`src/rtl/shift_sequencer.sv`:
```
`default_nettype none
// ============================================================================
// Module      : shift_sequencer
// Description : Iterative 32-bit shifter (SLL/SRL/SRA/pass), STEP bits per
//               cycle, valid/ready on both sides plus pipeline flush.
//               Optional SHIFT-cycle counter when SHIFT_SEQ_PERF_EN is defined.
// Revision    : 1.0 - initial release
// ============================================================================
module shift_sequencer #(
  parameter int STEP = 1
) (
  input  logic        clk,
  input  logic        rst,
  input  logic        in_valid,
  output logic        in_ready,
  input  logic [31:0] in1,
  input  logic [31:0] in2,
  input  logic [1:0]  sel,
  input  logic        flush,
  output logic        out_valid,
  input  logic        out_ready,
  output logic [31:0] out,
  output logic        busy
`ifdef SHIFT_SEQ_PERF_EN
  ,
  output logic [31:0] perf_cycles
`endif
);

  localparam logic [5:0] c_STEP = 6'(STEP);

  typedef enum logic [1:0] {
    S_IDLE  = 2'd0,
    S_SHIFT = 2'd1,
    S_DONE  = 2'd2
  } state_t;

  state_t      r_state;
  state_t      w_next;
  logic [31:0] r_data;
  logic [4:0]  r_rem;
  logic [1:0]  r_op;

  logic        w_load;
  logic        w_step;
  logic [5:0]  w_k;
  logic [4:0]  w_rem_next;
  logic [31:0] w_shifted;
  logic [4:0]  w_shamt;
  logic        w_unused_in2;

  assign w_shamt      = in2[4:0];
  assign w_unused_in2 = &{1'b0, in2[31:5]};

  // Step size this cycle: never overshoot the remaining amount.
  assign w_k        = ({1'b0, r_rem} > c_STEP) ? c_STEP : {1'b0, r_rem};
  assign w_rem_next = r_rem - w_k[4:0];

  always_comb begin
    w_shifted = r_data;
    case (r_op)
      2'b00:   w_shifted = r_data << w_k;
      2'b01:   w_shifted = r_data >> w_k;
      2'b10:   w_shifted = 32'($signed(r_data) >>> w_k);
      default: w_shifted = r_data;
    endcase
  end

  assign in_ready  = (r_state == S_IDLE) && !flush;
  assign out_valid = (r_state == S_DONE);
  assign busy      = (r_state != S_IDLE);
  assign out       = r_data;

  always_comb begin
    w_next = r_state;
    w_load = 1'b0;
    w_step = 1'b0;
    case (r_state)
      S_IDLE: begin
        if (in_valid && in_ready) begin
          w_load = 1'b1;
          w_next = ((w_shamt != 5'd0) && (sel != 2'b11)) ? S_SHIFT : S_DONE;
        end
      end
      S_SHIFT: begin
        w_step = 1'b1;
        if (w_rem_next == 5'd0) w_next = S_DONE;
      end
      S_DONE: begin
        if (out_ready) w_next = S_IDLE;
      end
      default: w_next = S_IDLE;
    endcase
    // Squash wins over every transition and suppresses any datapath update.
    if (flush) begin
      w_next = S_IDLE;
      w_load = 1'b0;
      w_step = 1'b0;
    end
  end

  always_ff @(posedge clk) begin
    if (rst) begin
      r_state <= S_IDLE;
    end else begin
      r_state <= w_next;
    end
  end

  always_ff @(posedge clk) begin
    if (rst) begin
      r_data <= 32'd0;
      r_rem  <= 5'd0;
      r_op   <= 2'd0;
    end else if (w_load) begin
      r_data <= in1;
      r_rem  <= w_shamt;
      r_op   <= sel;
    end else if (w_step) begin
      r_data <= w_shifted;
      r_rem  <= w_rem_next;
    end
  end

`ifdef SHIFT_SEQ_PERF_EN
  logic [31:0] r_perf;

  always_ff @(posedge clk) begin
    if (rst) begin
      r_perf <= 32'd0;
    end else if (r_state == S_SHIFT) begin
      r_perf <= r_perf + 32'd1;
    end
  end

  assign perf_cycles = r_perf;
`endif

endmodule
`default_nettype wire

```
`config.mk`:
```
export PLATFORM = sky130hd
export DESIGN_NAME = shift_sequencer
export DESIGN_NICKNAME = d
export VERILOG_FILES = /design/src/rtl/shift_sequencer.sv
export SDC_FILE = /design/constraint.sdc
export NUM_CORES = 1
export LEC_CHECK = 0
export ABC_AREA = 0
export CORE_MARGIN = 1.5
export CORE_UTILIZATION = 39
export DETAILED_ROUTE_END_ITERATION = 8
export PLACE_DENSITY_LB_ADDON = 0.1
export SLEW_MARGIN = 20
export SYNTH_ARGS = -nofsm -noshare
export SYNTH_HDL_FRONTEND = slang
export SYNTH_SLANG_ARGS = --single-unit
```
`constraint.sdc`:
```
create_clock -name clk -period 2 [get_ports clk]
set_input_delay 0.4 -clock clk [delete_from_list [all_inputs] [get_ports clk]]
set_output_delay 0.4 -clock clk [all_outputs]
set_load 0.01 [all_outputs]
```
======== Yosys cells after proc, flatten, opt, wreduce, memory -nomap -nowiden ========
Cells that the tools add are included.
word-level totals
  flip-flop bits (word level) ............. 41
  output and inout port bits .............. 35
  logic and storage cells ................. 47
cells by class
  add/subtract/negate cells ............... 1
  $lt $le $gt $ge ......................... 1
  equality and inequality tests ........... 8
  shifts and indexed selects .............. 3
  muxes and demuxes ....................... 16
  reduce and logical (&&, ||, !) cells .... 14
operators by type and width
  cell                count
  $pmux 32 s3         1
  $mux 32             2
  $shl 32x5->32       1
  $shr 32x5->32       1
  $sshr 32x5->32      1
  $mux 5              3
  $mux 2              4
  $pmux 2 s3          1
  $gt 5x1->1 const B  1
  $logic_not 5->1     1
  $mux 1              5
  $reduce_bool 5->1   1
  $sub 5x5->5         1
  $eq 2x1->1 const B  2
  $eq 2x2->1 const B  2
  $logic_not 2->1     2
  $ne 2x1->1 const B  2
  $ne 2x2->1 const B  2
  $reduce_bool 2->1   2
  $reduce_bool 4->1   1
  $logic_and 1x1->1   3
  $reduce_and 3->1    1
  $reduce_and 2->1    1
  $reduce_or 2->1     1
  $logic_not 1->1     1

======== Depth between registers and ports, before layout ========
Gate-level depths: netlist (run 1).
  word-level depth ........................ 8
  gate-level depth with buffers ........... 10

======== Least setup slack after synthesis (run 1) ========
Ideal clock, no wire load.
  path kind ............................... register -> register
  from .................................... register r_op[0]
  to ...................................... register r_data[10], in the netlist out[10]
  arrival ................................. 2.051 ns
  setup slack ............................. -0.126 ns
  cell stages (with the launch flop) ...... 11
  path buffers ............................ 3
  cells stage by stage .................... dfxtp_1 inv_1 ha_1 buf_2 nor3b_1 or4_1 clkbuf_1 nor2_4 nand3_2 buf_2 o22ai_1
between the ends
  cells in the longest elaborated chain, start to end .. 4
ends and longest elaborated chain
  item                                RTL line  source
  start: declaration                  42        logic [1:0] r_op;
  start signal: assignment            118       r_op <= sel;
  $eq 2x2->1 (tied with other cells)  61        case (r_op)
  $pmux 32 s3                         61
  $mux 32                             119       end else if (w_step) begin
  $mux 32                             115       end else if (w_load) begin
  end signal: assignment              116       r_data <= in1;
  end signal: assignment              120       r_data <= w_shifted;
  end: declaration                    40        logic [31:0] r_data;
Parallel ways exist; a longest one is shown, timed or not. The select of a mux whose other input is x is not followed.
A chain may end at the register's enable or synchronous reset.

======== Worst setup path after layout (run 1) ========
  from .................................... register r_op[1]
  to ...................................... register r_data[9], in the netlist out[9]
Same word-level chain as after synthesis.

==> results.cfg, run 1 <==
[setup_path]
arrival_ns = 2.20
critPathLaunchType = register
crit_fanout = 8
worstPathCellList = inv_2 > ha_4 > nor3b_2 > or4_4 > buf_6 > nor2_4 > nand3_4 > o22ai_1
crit_type = reg -> reg
slowest_stage = or4_4
r2r_start = r_op[1]
cp.required_ns = 2.22
rrSetupSlack_ns = 0.02
cp-end-kind = register
cp_top_family = simple AND/OR/NAND/NOR gates
crit_buf_inv = 2
reg2reg_depth = 8
slowest_delay_ns = 0.42
r2r-end = out[9]

[yosys]
synth_edf_count = 0
yosys_most_used_dff = dfxtp_1
synth.most_common_cell = dfxtp_1
yosys.area.top_type = dfxtp_1
yosysUniqueCellTypes = 54
ys_seq_area_share_pct = 31.3
syn_avg_cell_area_um2 = 8.01
syn_inst = 328
yosys_warnings = 0
syn_nets = 403
synth_common_cells = dfxtp_1, nor2_1, a21oi_1
mappedNetlistArea_um2 = 2630
synth_seq_cells = 41
ys_async_sr_fraction_pct = 0
synthTopCellsByArea = dfxtp_1, mux2i_1, a21oi_1
synth_top_area_share_pct = 31.3

[grt]
grt_usage_pct = 22.6
grt_overflow = 0
grt_pass1_wl_um = 13400
antenna_found_initial = 0
grt_pass1_vias = 2664
grt_max_degree = 22

[clocking]
numCtsBuffers = 5
cts-root-buf = clkbuf_8
cts_tree = done
htree_levels = 2
clkTransAtPathRegs_ns = 0.09
clk_latency_ns = 0.30
clock_sinks = 41
cts.path.max_buffers = 2

[timing]
worst_slew_pin_slew_ns = 0.444
min_period_ns = 1.98
tns_ns = 0
hold_ws_ns = 0.481
setup_viol = 0
relSlewSlack_pct = 70.4
skew_ns = 0.00538
grt_setup_unrepaired = yes
clock.fmax_ghz = 0.505
timing.final.crit_share_pct = 99.0
finalMaxSlewViolations = 0
hold_viol_final = 0

[drt]
drt_wl_total_um = 8500
drc_errors = 4
vias = 3018
wl_per_cell_um = 17.0
first_pass_iters = 8
antenna_left = 0
drtIter0Drc = 193
avgViaCountPerCell = 6.04

[finish]
insertedDiodeCount = 0
drive_gt1_share_pct = 19.6
fin_nets = 497
final_cell_area_um2 = 3920
area_growth_pct = 49.3

[placement]
gp_congestion = 0.889
port_buffers = 78
place_area_um2 = 3680
hpwl_um = 5930

[hold_path]
min_from = r_op[0]
min_to = r_op[0]
min_path_type = reg -> reg
whs_path_depth = 2

[floorplanning]
start_util_pct = 40.9
dieArea_um2 = 7240
core_area_um2 = 6420
ios = 106
fp.dieW_um = 85.1
row_count = 29
die_y_um = 85.1

[run_status]
violations = design-rule violations
status = finished, violations left

[pwr]
p_per_area_nw_per_um2 = 647
leakage_nw = 1.43
ir_worst_vdd_v = 0.000288

[job]
max-cap-violations = 0
-- how the worst max path moves through the flow --
stage / slack, ns / end / startpoint / cells past startpoint
CTS: 0.001 / out[8] / r_op[1] / 7
floorplan: 0.005 / out[10] / r_op[1] / 10
global route: -0.04 / out[9] / r_op[1] / 8
detailed placement: -0.29 / out[5] / in_valid / 8
finish: 0.02 / out[9] / r_op[1] / 8
global placement: -0.29 / out[27] / in_valid / 8
-- cell families (layout without fill, tap and decap cells) --
family	Yosys count	count (layout)	share of synthesized area (%)
compound gates	120	120	31.0
xor+xnor	1	1	0.334
flops	41	41	31.3
mux	26	26	10.0
fa+ha+maj	4	4	1.91
simple gates	98	99	19.0
buf+inv	38	132	6.53
-- cells in the final DEF (no fill, tap or decap), drive strengths merged, types with 6 or more instances in the layout --
cell,netlist,layout
clkdlybuf4s50,0,75
a22o,6,6
o22ai,17,17
nand3,7,8
inv,7,7
nor2,36,36
buf,16,39
nor3,8,8
nand2,21,21
a22oi,21,21
dfxtp,41,41
mux2i,24,24
a21oi,33,33
o21ai,10,10
-- tightest hold or removal path, stage by stage (launching register included) --
cell and delay, ns:
dfxtp_2 0.34, nand2_1 0.05, a21oi_1 0.05
-- state kept, by name, summed over array words and instances (netlist names) --
signal and cells:
out 32, r_rem 5, r_op 2, r_state 2
-- through the flow --
step	total power [mW]	std cells	setup WS (ns)	utilization (%)
after floorplan	1.37	328	0.00470	-
after global placement	1.69	490	-0.286	57.3
after detailed placement	1.69	490	-0.290	57.3
after CTS	2.50	498	0.00107	59.4
after global routing	2.65	500	-0.0397	61.0
final	2.53	500	0.0191	61.0
-- final cells by class --
class | count | area, um2
Multi-Input combinational cell | 250 | 1740
Fill cell | 570 | 2500
Clock buffer | 5 | 68.8
Clock inverter | 3 | 65.1
Sequential cell | 41 | 827
Inverter | 7 | 26.3
Timing Repair Buffer | 117 | 1090
Tap cell | 77 | 96.3
-- power by group --
| group | internal [mW] | switching, mW |
|---|---|---|
| Clock | 0.496 | 0.314 |
| Sequential | 0.865 | 0.0672 |
| Combinational | 0.402 | 0.391 |
-- what timing repair did --
item	in CTS	in global routing
cloned	0	1
pin swaps	0	12
setup endpoints to repair	5	33
hold buffers	0	0
setup buffers	0	1
resized for setup	3	21
-- layer usage --
layer	share of wire, %	track usage [%]	vias up
met3	6.3	4.38	8
met5	0	0	-
met4	1.0	5.51	0
met1	46	31.4	1449
met2	47	36.1	118
li1	-	-	1443
(Power assumes the default switching activity.)
==> run 2: changes to the inputs <==
--- a/config.mk
+++ b/config.mk
@@ -10,6 +10,7 @@
 export CORE_UTILIZATION = 39
 export DETAILED_ROUTE_END_ITERATION = 8
 export PLACE_DENSITY_LB_ADDON = 0.1
+export REMOVE_ABC_BUFFERS = 1
 export SLEW_MARGIN = 20
 export SYNTH_ARGS = -nofsm -noshare
 export SYNTH_HDL_FRONTEND = slang
==> run 2 against run 1 <==
Compared with the run above:
- non-clock buffer count up 8
- critical endpoint is now out[25]
- clock power down 32%
- maximum frequency up 4.1%
- largest power group unchanged
- count of clock-buffer cells in the layout up 3
- die area unchanged
- combinational power up 3.8%
- cell count up 1.4%
- wire length down 3.2%
- global-route usage up 0.15 points
- the run still ends with design-rule violations left
==> results.cfg, run 2 (same netlist as run 1, synthesis figures left out) <==
[run_status]
status = finished, violations left
violations = design-rule violations

[setup_path]
reg2reg_depth = 9
r2r-end = out[25]
arrival_ns = 2.13
r2r_start = r_op[1]
crit_type = reg -> reg
crit_fanout = 16
cp.required_ns = 2.22
cp-end-kind = register
rrSetupSlack_ns = 0.1
critPathLaunchType = register

[placement]
gp_congestion = 0.923
port_buffers = 78
place_area_um2 = 3770
hpwl_um = 6000

[job]
max-cap-violations = 0

[pwr]
p_comb_share_pct = 35.7
leakage_nw = 1.45
p_int_mw = 1.55
p_per_area_nw_per_um2 = 585
ir_worst_vdd_v = 0.000319
switching_power_mw = 0.755
p_clk_share_pct = 24.0
seq_power_share_pct = 40.3
sw_frac_of_total_pct = 32.8

[drt]
drtIter0Drc = 201
vias = 2967
antenna_left = 0
first_pass_iters = 7
avgViaCountPerCell = 5.85
drt_wl_total_um = 8230
wl_per_cell_um = 16.2
drc_errors = 5

[finish]
num-fill-cells = 592
final_common_cell = clkdlybuf4s50_1
multiInputGateArea_um2 = 1710
final_cell_mix = clkdlybuf4s50_1, buf_4, dfxtp_1
layout.area.seq_um2 = 823
drive_gt1_share_pct = 19.1
fin_nets = 504
largest_reg_flops = 32
area_growth_pct = 49.7
final_cell_area_um2 = 3930
insertedDiodeCount = 0

[floorplanning]
row_count = 29
ios = 106
fp.dieW_um = 85.1
start_util_pct = 40.9
die_y_um = 85.1
core_area_um2 = 6420
dieArea_um2 = 7240

[hold_path]
min_from = r_op[1]
min_path_type = reg -> reg
min_to = r_op[1]
whs_path_depth = 2

[grt]
grt.busiest_layer = met2
grt_pass1_wl_um = 13400
use_met1_pct = 30.3
grt_usage_pct = 22.8
grt_max_degree = 23
antenna_found_initial = 0
grt_overflow = 0
grt_util_met2_pct = 38.2
use_met3_pct = 3.79
grt_pass1_vias = 2734

[timing]
timing.final.crit_share_pct = 95.2
worst_slew_pin_slew_ns = 0.347
tns_ns = 0
relSlewSlack_pct = 76.9
min_period_ns = 1.90
hold_ws_ns = 0.464
grt_setup_unrepaired = yes
clock.fmax_ghz = 0.525
finalMaxSlewViolations = 0
skew_ns = 0.00953
hold_viol_final = 0
setup_viol = 0

[clocking]
cts_resized = 3
postCtsSetupBuffers = 0
htree_levels = 2
postCtsHoldBufs = 0
clock_sinks = 41
cts_tree = done
clkTransAtPathRegs_ns = 0.08
cts-root-buf = clkbuf_8
cts.path.max_buffers = 2
clk_latency_ns = 0.30
numCtsBuffers = 5
==> run 2: cell type report <==
type	instances	share of cell area (%)
repair buffers	125	30.5
flip-flops and latches	41	20.9
well taps	77	2.45
clock buffers	8	2.04
inverters	7	0.668
multi-input cells	249	43.4
==> run 2: worst max path at each step <==
| stage | start | end | slack, ns | cells past startpoint |
|---|---|---|---|---|
| after floorplan | flush | out[12] | -3.27 | 4 |
| after global placement | in_valid | out[29] | -0.22 | 7 |
| after detailed placement | in_valid | out[25] | -0.25 | 7 |
| after CTS | r_state[0] | busy | 0.007 | 3 |
| after global routing | r_rem[4] | r_state[1] | -0.03 | 9 |
| final | r_op[1] | out[25] | 0.1 | 9 |
==> run 2: worst max-delay path, stage by stage (launching register included) <==
cell and delay [ns]:
dfxtp_2 0.34, inv_1 0.07, ha_4 0.27, nor3b_1 0.06, or4_1 0.41, buf_6 0.16
nor2_4 0.10, nand3_2 0.09, buf_12 0.16, o22ai_1 0.17
==> run 2: per-layer routing <==
layer | routed length (um) | vias up
met5 | 0 | -
met4 | 106 | 0
met3 | 474 | 13
met2 | 3950 | 115
met1 | 3710 | 1394
li1 | - | 1445
==> run 2: per-stage QoR <==
| step | power (mW) | utilization [%] | std cells | worst slack (ns) |
|---|---|---|---|---|
| after floorplan | 1.31 | - | 297 | -3.27 |
| after global placement | 1.72 | 58.7 | 499 | -0.217 |
| after detailed placement | 1.73 | 58.7 | 499 | -0.254 |
| after CTS | 2.28 | 60.0 | 507 | 0.00673 |
| after global routing | 2.41 | 61.2 | 507 | -0.0276 |
| final | 2.30 | 61.2 | 507 | 0.0966 |
==> run 2: power by group through the flow <==
stage | Combinational (mW) | Sequential (mW) | Clock [mW]
6_report | 0.822 | 0.926 | 0.552
5_1_grt | 0.889 | 0.935 | 0.586
4_1_cts | 0.796 | 0.923 | 0.559
3_5_place_dp | 0.790 | 0.942 | 0
3_3_place_gp | 0.779 | 0.943 | 0
2_1_floorplan | 0.362 | 0.952 | 0
==> run 3: changes to the inputs <==
--- a/config.mk
+++ b/config.mk
@@ -9,9 +9,9 @@
 export CORE_MARGIN = 1.5
 export CORE_UTILIZATION = 39
 export DETAILED_ROUTE_END_ITERATION = 8
-export PLACE_DENSITY_LB_ADDON = 0.1
+export PLACE_DENSITY = 0.76
 export REMOVE_ABC_BUFFERS = 1
-export SLEW_MARGIN = 20
+export SLEW_MARGIN = 25
 export SYNTH_ARGS = -nofsm -noshare
 export SYNTH_HDL_FRONTEND = slang
 export SYNTH_SLANG_ARGS = --single-unit
==> run 3 against run 2 <==
Compared with the run above:
- the flow still finishes with violations (design-rule violations)
- combinational power rose by 2%
- power grew 13%
- non-clock buffer count increased by 1
- register-to-register slack about the same
- die area is the same
- setup slack worse by 0.024 ns
- count of clock-buffer cells in the layout fell by 3
- critical path type is now in -> reg
==> results.cfg, run 3 (same netlist as run 1, synthesis figures left out) <==
[run_status]
status = finished, violations left
violations = design-rule violations

[setup_path]
crit_fanout = 10
critPathLaunchType = primary input
slowest_stage = or4_4
arrival_ns = 2.11
cpMostUsedCell = buf_4
r2r_start = r_op[0]
cp.required_ns = 2.19
r2r-end = out[28]
cp-endpoint = out[28]
reg2reg_depth = 8
crit_type = in -> reg
worstPathCellList = clkdlybuf4s50_1 > nor2_1 > or4_4 > buf_4 > buf_4 > a22oi_2 > o22ai_1
startpoint = in_valid
rrSetupSlack_ns = 0.09
cp-end-kind = register
slowest_delay_ns = 0.51

[clocking]
cts-root-buf = clkbuf_8
htree_levels = 2
numCtsBuffers = 5
cts.path.max_buffers = 2
clkTransAtPathRegs_ns = 0.09
cts_tree = done
postCtsHoldBufs = 0
clock_sinks = 41
clk_latency_ns = 0.30

[placement]
port_buffers = 78
gp_congestion = 0.933
place_area_um2 = 3780
hpwl_um = 5870

[floorplanning]
dieArea_um2 = 7240
fp.dieW_um = 85.1
core_area_um2 = 6420
row_count = 29
start_util_pct = 40.9
die_y_um = 85.1
ios = 106

[pwr]
p_clk_share_pct = 31.7
sw_frac_of_total_pct = 30.2
p_comb_share_pct = 32.4
ir_worst_vdd_v = 0.000337
p_int_mw = 1.81
leakage_nw = 1.50
seq_power_share_pct = 35.9
p_per_area_nw_per_um2 = 639
switching_power_mw = 0.782

[finish]
fin_nets = 505
area_growth_pct = 54.5
drive_gt1_share_pct = 21.3
largest_reg_flops = 32
final_common_cell = clkdlybuf4s50_1
layout.area.seq_um2 = 830
final_cell_area_um2 = 4060
insertedDiodeCount = 0
multiInputGateArea_um2 = 1750
final_cell_mix = clkdlybuf4s50_1, buf_4, dfxtp_1
num-fill-cells = 547

[timing]
relSlewSlack_pct = 73.3
clock.fmax_ghz = 0.519
tns_ns = 0
hold_viol_final = 0
skew_ns = 0.00565
min_period_ns = 1.93
setup_viol = 0
worst_slew_pin_slew_ns = 0.398
timing.final.crit_share_pct = 96.4
finalMaxSlewViolations = 0

[drt]
first_pass_iters = 9
wl_per_cell_um = 16.3
antenna_left = 0
drc_errors = 4
vias = 3022
drtIter0Drc = 242
avgViaCountPerCell = 5.95
drt_wl_total_um = 8300

[grt]
grt_max_degree = 34
antenna_found_initial = 0
grt_usage_pct = 21.9
grt_pass1_vias = 2701
grt_overflow = 0
grt_pass1_wl_um = 12900

[job]
max-cap-violations = 0

[hold_path]
min_path_type = reg -> reg
whs_path_depth = 2
min_from = r_op[1]
## run 3: per-stage QoR
stage	setup WS (ns)	util [%]	power, mW	cells	hold slack, ns
6_report	0.0722	63.2	2.59	508	0.483
5_1_grt	-0.0143	63.2	2.70	508	0.505
4_1_cts	0.00635	61.5	2.55	508	0.480
3_5_place_dp	-0.272	58.9	1.73	499	0.481
3_3_place_gp	-0.218	58.9	1.72	499	0.470
2_1_floorplan	-3.27	-	1.31	297	0.447
## run 3: power by group through the flow
stage          Sequential, mW  Combinational (mW)  Clock [mW]
2_1_floorplan           0.952               0.362           0
3_3_place_gp            0.944               0.775           0
3_5_place_dp            0.945               0.787           0
4_1_cts                 0.927               0.797       0.829
5_1_grt                 0.938               0.899       0.866
6_report                0.931               0.838       0.821
## run 3: worst max-delay path, delay by kind of cell
kind,cells,cell delay (ns)
and+or+nand+nor,2,0.58
AOI/OAI and AO/OA,2,0.32
buffers and inverters,3,0.83
## run 3: worst min path at each step
stage / endpoint
2_1_floorplan: r_op[1]
3_3_place_gp: r_op[1]
3_5_place_dp: r_op[1]
4_1_cts: r_op[1]
5_1_grt: r_op[1]
6_report: r_op[1]
## run 3: cell type report
type | instances | share of cell area, %
repair buffers | 126 | 30.0
multi-input cells | 249 | 43.1
flip-flops and latches | 41 | 20.5
clock buffers | 5 | 1.70
well taps | 77 | 2.38
clock inverters | 3 | 1.70
inverters | 7 | 0.648
## run 3: layer usage
metal / GRT usage, % / vias to the layer above / wire length [um] / part of all wire, %
li1: - / 1452 / - / -
met1: 28.1 / 1466 / 3720 / 45
met2: 36.7 / 96 / 4070 / 49
met3: 4.67 / 8 / 418 / 5.0
met4: 6.86 / 0 / 91 / 1.1
met5: 0 / - / 0 / 0
## run 3: what timing repair did
| item | 4_1_cts | 5_1_grt |
|---|---|---|
| pin swaps | 1 | 1 |
| resized for setup | 8 | 24 |
| gates cloned | 0 | 0 |
| setup buffers | 1 | 0 |
| hold endpoints to repair | 0 | 0 |
| setup endpoints to repair | 21 | 31 |
